File: src/rtl/oneapi_avalon_to_axi_gasket.sv
// Avalon-ST video (channels in power-of-two containers) to packed AXI4-Stream video gasket.
// Two-entry elastic buffer with registered ready, plus SOP/EOP framing with sticky error flags.
module oneapi_avalon_to_axi_gasket #(
    parameter int PARALLEL_PIXELS      = 2,
    parameter int BITS_PER_CHANNEL     = 10,
    parameter int CHANNELS             = 3,
    parameter int BITS_PER_CHANNEL_AV  = 16,
    parameter int BITS_PER_PIXEL_AV    = BITS_PER_CHANNEL_AV * CHANNELS,
    parameter int BITS_AV              = BITS_PER_PIXEL_AV * PARALLEL_PIXELS,
    parameter int EMPTY_BITS           = $clog2(BITS_AV / 8),
    parameter int BITS_PER_CHANNEL_AXI = BITS_PER_CHANNEL,
    parameter int BITS_PER_PIXEL_AXI   = ((CHANNELS * BITS_PER_CHANNEL_AXI + 7) / 8) * 8,
    parameter int BITS_AXI             = BITS_PER_PIXEL_AXI * PARALLEL_PIXELS,
    parameter int TUSER_BITS           = (BITS_AXI + 7) / 8,
    parameter int TUSER_FILL           = TUSER_BITS - 2,
    parameter int MASK_OUT             = (1 << BITS_PER_CHANNEL_AXI) - 1
) (
    input  logic                  csi_clk,
    input  logic                  rsi_reset_n,
    output logic                  asi_ready,
    input  logic                  asi_valid,
    input  logic [BITS_AV-1:0]    asi_data,
    input  logic                  asi_startofpacket,
    input  logic                  asi_endofpacket,
    input  logic [EMPTY_BITS-1:0] asi_empty,
    input  logic                  axm_tready,
    output logic                  axm_tvalid,
    output logic [BITS_AXI-1:0]   axm_tdata,
    output logic                  axm_tlast,
    output logic [TUSER_BITS-1:0] axm_tuser,
    output logic [1:0]            err_status
);

    typedef enum logic {IDLE, PKT} state_t;

    typedef struct packed {
        logic [BITS_AXI-1:0] data;
        logic                last;
        logic                sof;
    } beat_t;

    state_t     state;
    beat_t      in_beat;
    beat_t      head;
    beat_t      skid;
    logic [1:0] occ;
    logic [1:0] next_occ;
    logic       accept;
    logic       push;
    logic       pop;
    int         valid_bytes;
    logic       unused_data;

    // Container MSBs are discarded by design.
    assign unused_data = ^asi_data;

    assign accept = asi_valid && asi_ready;
    assign push   = accept && (asi_startofpacket || state == PKT);
    assign pop    = axm_tvalid && axm_tready;

    always_comb begin
        in_beat      = '0;
        in_beat.last = asi_endofpacket;
        in_beat.sof  = asi_startofpacket;
        valid_bytes  = BITS_AV / 8 - int'(asi_empty);
        for (int p = 0; p < PARALLEL_PIXELS; p++) begin
            // Only the EOP beat may carry partial pixels; pad bits stay at the zero default.
            if (!asi_endofpacket || (p + 1) * BITS_PER_PIXEL_AV / 8 <= valid_bytes) begin
                for (int c = 0; c < CHANNELS; c++) begin
                    in_beat.data[p*BITS_PER_PIXEL_AXI + c*BITS_PER_CHANNEL_AXI +: BITS_PER_CHANNEL_AXI] =
                        asi_data[p*BITS_PER_PIXEL_AV + c*BITS_PER_CHANNEL_AV +: BITS_PER_CHANNEL_AXI]
                        & BITS_PER_CHANNEL_AXI'(MASK_OUT);
                end
            end
        end
    end

    always_comb begin
        next_occ = occ;
        if (push && !pop) begin
            next_occ = occ + 2'd1;
        end else if (pop && !push) begin
            next_occ = occ - 2'd1;
        end
    end

    // NOTE: sequential state uses non-blocking assignments so every flop samples pre-edge values.
    always_ff @(posedge csi_clk or negedge rsi_reset_n) begin
        if (!rsi_reset_n) begin
            occ        <= 2'd0;
            asi_ready  <= 1'b0;
            axm_tvalid <= 1'b0;
            head       <= '0;
        end else begin
            occ        <= next_occ;
            asi_ready  <= (next_occ < 2'd2);
            axm_tvalid <= (next_occ != 2'd0);
            if (push && (occ == 2'd0 || (occ == 2'd1 && pop))) begin
                head <= in_beat;
            end else if (pop && occ == 2'd2) begin
                head <= skid;
            end
        end
    end

    // NOTE: the skid entry is only read when occ says it is valid, so it needs no reset.
    always_ff @(posedge csi_clk) begin
        if (push && occ == 2'd1 && !pop) begin
            skid <= in_beat;
        end
    end

    assign axm_tdata = head.data;
    assign axm_tlast = head.last;
    assign axm_tuser = {{TUSER_FILL{1'b0}}, 1'b0, head.sof};

    always_ff @(posedge csi_clk or negedge rsi_reset_n) begin
        if (!rsi_reset_n) begin
            state      <= IDLE;
            err_status <= 2'b00;
        end else if (accept) begin
            case (state)
                IDLE: begin
                    if (asi_startofpacket) begin
                        state <= asi_endofpacket ? IDLE : PKT;
                    end else begin
                        err_status[0] <= 1'b1;
                    end
                end
                PKT: begin
                    // A fresh SOP restarts the frame; the abandoned packet gets no tlast.
                    if (asi_startofpacket) begin
                        err_status[1] <= 1'b1;
                    end
                    if (asi_endofpacket) begin
                        state <= IDLE;
                    end
                end
                default: state <= IDLE;
            endcase
        end
    end

endmodule
File: config.mk
export PLATFORM = sky130hd
export DESIGN_NAME = oneapi_avalon_to_axi_gasket
export DESIGN_NICKNAME = d
export VERILOG_FILES = /design/src/rtl/oneapi_avalon_to_axi_gasket.sv
export SDC_FILE = /design/constraint.sdc
export NUM_CORES = 1
export LEC_CHECK = 0
export ABC_CLOCK_PERIOD_IN_PS = 6030
export BUFFER_PORTS_ARGS = -buffer_cell sky130_fd_sc_hd__buf_2
export CAP_MARGIN = 20
export CORE_ASPECT_RATIO = 1.75
export CORE_UTILIZATION = 55
export DETAILED_ROUTE_END_ITERATION = 12
export PLACE_DENSITY_LB_ADDON = 0.1
export REMOVE_ABC_BUFFERS = 1
export SYNTH_ARGS = -nofsm -noshare
export SYNTH_HDL_FRONTEND = slang
export SYNTH_SLANG_ARGS = --single-unit
File: constraint.sdc
create_clock -name csi_clk -period 6.03 [get_ports csi_clk]
set_input_delay 0.603 -clock csi_clk [delete_from_list [all_inputs] [get_ports csi_clk]]
set_output_delay 0.603 -clock csi_clk [all_outputs]
set_load 0.005 [all_outputs]
Word level (Yosys, flattened, before mapping) --
Index checks and enable logic that the tools add are counted.
Storage, ports and cells: flip-flop bits (word level) 135, bits in latches 0, memory bits (writable) 0, bits in read-only memories 0, bits of input ports 106, logic and storage cells 53, memories 0
Operators by class: add/sub/neg operators 3, multipliers 0, divide/modulo/power cells 0, $lt $le $gt $ge 3, equality and inequality tests 2, shift operators 0, multiplexer cells 9, bitwise logic cells 2, reduce and logical (&&, ||, !) cells 22
Operators by type and width (count):
- two-way mux 66 bit | 2
- two-way mux 30 bit | 2
- logical AND 1 bit | 10
- AND reduction 3 bit | 2
- <= comparator 4 x 5 -> 1 bit (first input constant) | 1
- <= comparator 5 bit (first input constant) | 1
- subtractor 4 x 4 -> 5 bit (first input constant) | 1
- logical OR 1 bit | 4
- two-way mux 2 bit | 2
- nonzero test 2 bit | 2
- logical NOT 1 bit | 3
- adder 2 x 1 -> 2 bit (second input constant) | 1
- equality test 2 x 1 -> 1 bit (second input constant) | 1
- equality test 2 bit (second input constant) | 1
- logical NOT 2 bit | 1
- less-than comparator 2 bit (second input constant) | 1
- two-way mux 1 bit | 2
- inverter 1 bit | 2
- case mux 1 bit (2 select lines) | 1
- subtractor 2 x 1 -> 2 bit (second input constant) | 1

Depth between registers and ports, before layout --
depth after elaboration 7, gate-level depth with buffers 8, gate-level depth less buffers 6

Worst setup path before layout --
Ideal clock, no wire load.
path kind input-to-reg, start point input port axm_tready, end point register skid[0] in the netlist's numbering, enable pin, library setup time 0.483 ns, arrival 3.378 ns, data required time 5.547 ns, path slack 2.169 ns, cell stages on the path 3, cells stage by stage nand2_1 -> nand2_1 -> nor2_1
Between the ends: longest elaborated chain between the ends 3
RTL lines:
- start: declaration | line 26 | input logic axm_tready,
- logical AND 1 bit | line 59 | assign pop = axm_tvalid && axm_tready;
- logical NOT 1 bit | line 108 | if (push && occ == 2'd1 && !pop) begin
- logical AND 1 bit | line 108
- end signal: assignment | line 109 | skid <= in_beat;
- end: declaration | line 45 | beat_t skid;
Every way passes these cells. A chain may end at the register's enable or synchronous reset.

Worst setup path in the final report --
start point register occ[0], end point register head, in the netlist axm_tdata[51]
Between the ends: longest elaborated chain between the ends 5
RTL lines:
- start: declaration | line 46 | logic [1:0] occ;
- start signal: assignment | line 95 | occ <= next_occ;
- equality test 2 x 1 -> 1 bit | line 98 | if (push && (occ == 2'd0 || (occ == 2'd1 && pop))) begin
- logical AND 1 bit | line 98
- logical OR 1 bit | line 98
- logical AND 1 bit | line 98
- two-way mux 66 bit / nonzero test 2 bit (equally long branches)
- end signal: assignment | line 99 | head <= in_beat;
- end signal: assignment | line 101 | head <= skid;
- end: declaration | line 44 | beat_t head;
Several ways; a longest one is shown, not always the timed one.

==> flow_metrics.env <==
export IMPL_dp_cells=697
export IMPL_synth_cell_types=39
export IMPL_synthArstFlopShare=0.527
export IMPL_dr_pass1_iters=4
export IMPL_rr_worst_depth=7
export IMPL_wirelength_um=11900
export IMPL_drt_initial_drc_count=108
export IMPL_grtUsageTotal=0.226
export IMPL_layoutNonFillerInstCount=732
export IMPL_busiest_layer="met2"
export IMPL_rsz0062_at_grt="no"
export IMPL_die_w_um=80.5
export IMPL_core_area_mm2=0.0104
export IMPL_r2r_end="axm_tdata[51]$_DFFE_PN0P_"
export IMPL_hold_viol_final=0
export IMPL_cts_buffer_depth=2
export IMPL_leakage_nw=3.42
export IMPL_end_kind="register"
export IMPL_reg2reg_slack_ns=3.60
export IMPL_cp_max_fo=37
export IMPL_drc=0
export IMPL_io_buffers=135
export IMPL_grt_first_pass_wirelength_um=19000
export IMPL_clock_fmax_mhz=412
export IMPL_grt_overflow=0
export IMPL_dieArea_mm2=0.0112
export IMPL_syn_inst=462
export IMPL_post_synth_instance_area_mm2=0.00593
export IMPL_cts_root_buf="clkbuf_16"
export IMPL_hold_ws_ns=0.333
export IMPL_post_route_min_period_ns=2.43
export IMPL_synth_edf_count=62
export IMPL_cts_reportedPaths_clkPinSlew_ns=0.06
export IMPL_met2_usage=0.380
export IMPL_status="finished, final reports clean"
export IMPL_hp_class="input pin to async pin"
export IMPL_slew_viol_final=0
export IMPL_grt_pass1_vias=3924
export IMPL_ys_flop_type="dfrtp_1"
export IMPL_cts_buffers=17
export IMPL_ioPinCount=183
export IMPL_std_cell_rows=49
export IMPL_layout_commonest_cell="buf_2"
export IMPL_grt_antenna_before_repair=2
export IMPL_power_density_mw_per_mm2=462
export IMPL_die_height_um=139
export IMPL_max_cap_viol_count=0
export IMPL_vias=3923
export IMPL_tightest_slew_ns=0.936
export IMPL_wl_per_cell_um=16.3
export IMPL_ys_seq_elements=131
export IMPL_start_util=0.573
export IMPL_use_met1=0.266
export IMPL_crit_type="register to register"
export IMPL_globalplace_congestion=0.746
export IMPL_finish_net_count=701
export IMPL_post_cts_setup_buffers=0
export IMPL_fill_cells=773
export IMPL_post_cts_resize_count=0
export IMPL_cts_max_level=4
export IMPL_area_growth_syn_to_layout_pct=21.3
export IMPL_seq_area_mm2=0.00359
export IMPL_grtUsageMet3=0.0557
export IMPL_timing_final_crit_share=0.402
export IMPL_ys_seq_area_frac=0.605
export IMPL_crit_arrival_ns=2.72
export IMPL_clk_latency_ns=0.41
export IMPL_r2r_start="occ[0]$_DFF_PN0_"
export IMPL_dpl_hpwl_um=7460
export IMPL_cts_tree="built"
export IMPL_max_slew_margin_rel=0.376
export IMPL_drive_above_1_share=0.352
export IMPL_setup_tns_ns=0
export IMPL_yosysWarnings=0
export IMPL_hold_buffers=0
export IMPL_worstPathRequired_ns=6.32
export IMPL_crit_path_start_kind="register"
export IMPL_most_common_layout_cells="buf_2, dfrtp_1, mux2i_1, edfxtp_1, nor2_1"
export IMPL_ir_worst_vdd_v=0.000322
export IMPL_antenna_left=0
export IMPL_avgSynthCellArea_um2=12.8
export IMPL_grt_start_max_net_pins=70
export IMPL_viasPerCell=5.36
export IMPL_fin_skew_ns=0.00697
export IMPL_multi_input_area_mm2=0.00211
export IMPL_cts_num_sinks=131
export IMPL_setup_viol=0
==> sequential cells by signal, indices dropped and copies added, names as in the netlist <==
register,flops
asi_ready,1
skid,62
err_status,2
axm_tdata,60
axm_tuser,1
state,1
axm_tvalid,1
axm_tlast,1
occ,2
==> metal layers <==
layer | part of all wire | wire length [µm] | vias to the layer above
met5 | 0 | 0 | -
met4 | 0.018 | 212 | 0
met3 | 0.051 | 606 | 16
met2 | 0.53 | 6320 | 103
met1 | 0.40 | 4770 | 1908
li1 | - | - | 1896
==> power by group <==
group	internal (mW)	total (mW)	switching, mW
logic	0.536	1.02	0.482
registers	1.20	1.33	0.129
clock network	0.619	0.977	0.358
total	2.36	3.33	0.969
==> worst max-delay path by stage <==
| stage | slack, ns | to | start | cells past startpoint |
|---|---|---|---|---|
| finish | 3.60 | axm_tdata[51]$_DFFE_PN0P_ | occ[0]$_DFF_PN0_ | 7 |
| CTS | 3.46 | axm_tdata[16]$_DFFE_PN0P_ | occ[0]$_DFF_PN0_ | 7 |
| floorplan | 2.17 | skid[0]$_DFFE_PP_ | axm_tready | 3 |
| global route | 3.41 | axm_tdata[45]$_DFFE_PN0P_ | occ[0]$_DFF_PN0_ | 7 |
| global placement | 3.44 | axm_tdata[29]$_DFFE_PN0P_ | asi_startofpacket | 6 |
| detailed placement | 3.32 | axm_tdata[16]$_DFFE_PN0P_ | asi_startofpacket | 6 |
==> layout make-up <==
cell class,count,share of cell area
Antenna cell,2,0.000695
Clock buffer,24,0.0697
Clock inverter,8,0.0104
Inverter,5,0.00261
Multi-Input combinational cell,293,0.293
Sequential cell,131,0.498
Tap cell,127,0.0221
Timing Repair Buffer,142,0.103
==> critical path, cell delays in order, from the launching register on <==
cell and delay, ns:
dfrtp_1 0.35, inv_1 0.09, ha_1 0.24, nand3_4 0.41
buf_4 0.64, mux2i_1 0.26, nor2_1 0.07, a31o_2 0.24
==> stage by stage <==
stage / cell area [µm²] / utilization / power [mW] / setup WS, ns
finish: 7200 / 0.695 / 3.33 / 3.60
floorplan: 5690 / - / 2.01 / 2.17
global route: 7200 / 0.695 / 3.53 / 3.41
detailed placement: 6600 / 0.637 / 2.38 / 3.32
global placement: 6600 / 0.637 / 2.32 / 3.44
CTS: 7180 / 0.693 / 3.36 / 3.46
==> cell families (layout without fill, tap and decap cells) <==
| kind of cell | count (synthesis) | in the layout | synth area share |
|---|---|---|---|
| and+or+nand+nor | 137 | 137 | 0.118 |
| adders and majority gates | 5 | 5 | 0.0105 |
| muxes | 62 | 62 | 0.105 |
| AOI/OAI and AO/OA | 76 | 76 | 0.107 |
| DFF | 131 | 131 | 0.605 |
| xor gates and xnor gates | 2 | 2 | 0.00295 |
| other | 1 | 13 | 0.000632 |
| buffers and inverters | 48 | 179 | 0.0512 |
==> cells in the mapped netlist (2+ instances only) <==
| cell type | count | area (µm²) |
|---|---|---|
| inv_1 | 5 | 18.8 |
| buf_4 | 14 | 105 |
| buf_2 | 15 | 75.1 |
| ha_1 | 5 | 62.6 |
| a31o_2 | 27 | 236 |
| and2_1 | 30 | 188 |
| nor2b_1 | 30 | 188 |
| o21ai_0 | 2 | 10.0 |
| edfxtp_1 | 62 | 1860 |
| a211oi_1 | 28 | 210 |
| mux2i_1 | 62 | 621 |
| buf_6 | 7 | 78.8 |
| clkbuf_1 | 7 | 26.3 |
| dfrtp_1 | 69 | 1730 |
| nor2_1 | 63 | 236 |
| a31oi_1 | 3 | 18.8 |
| nand2_1 | 6 | 22.5 |
| a211oi_2 | 2 | 25.0 |
| a31o_1 | 4 | 35.0 |
| nand2b_1 | 2 | 12.5 |
Note: power is estimated with default switching activity, not from simulation.
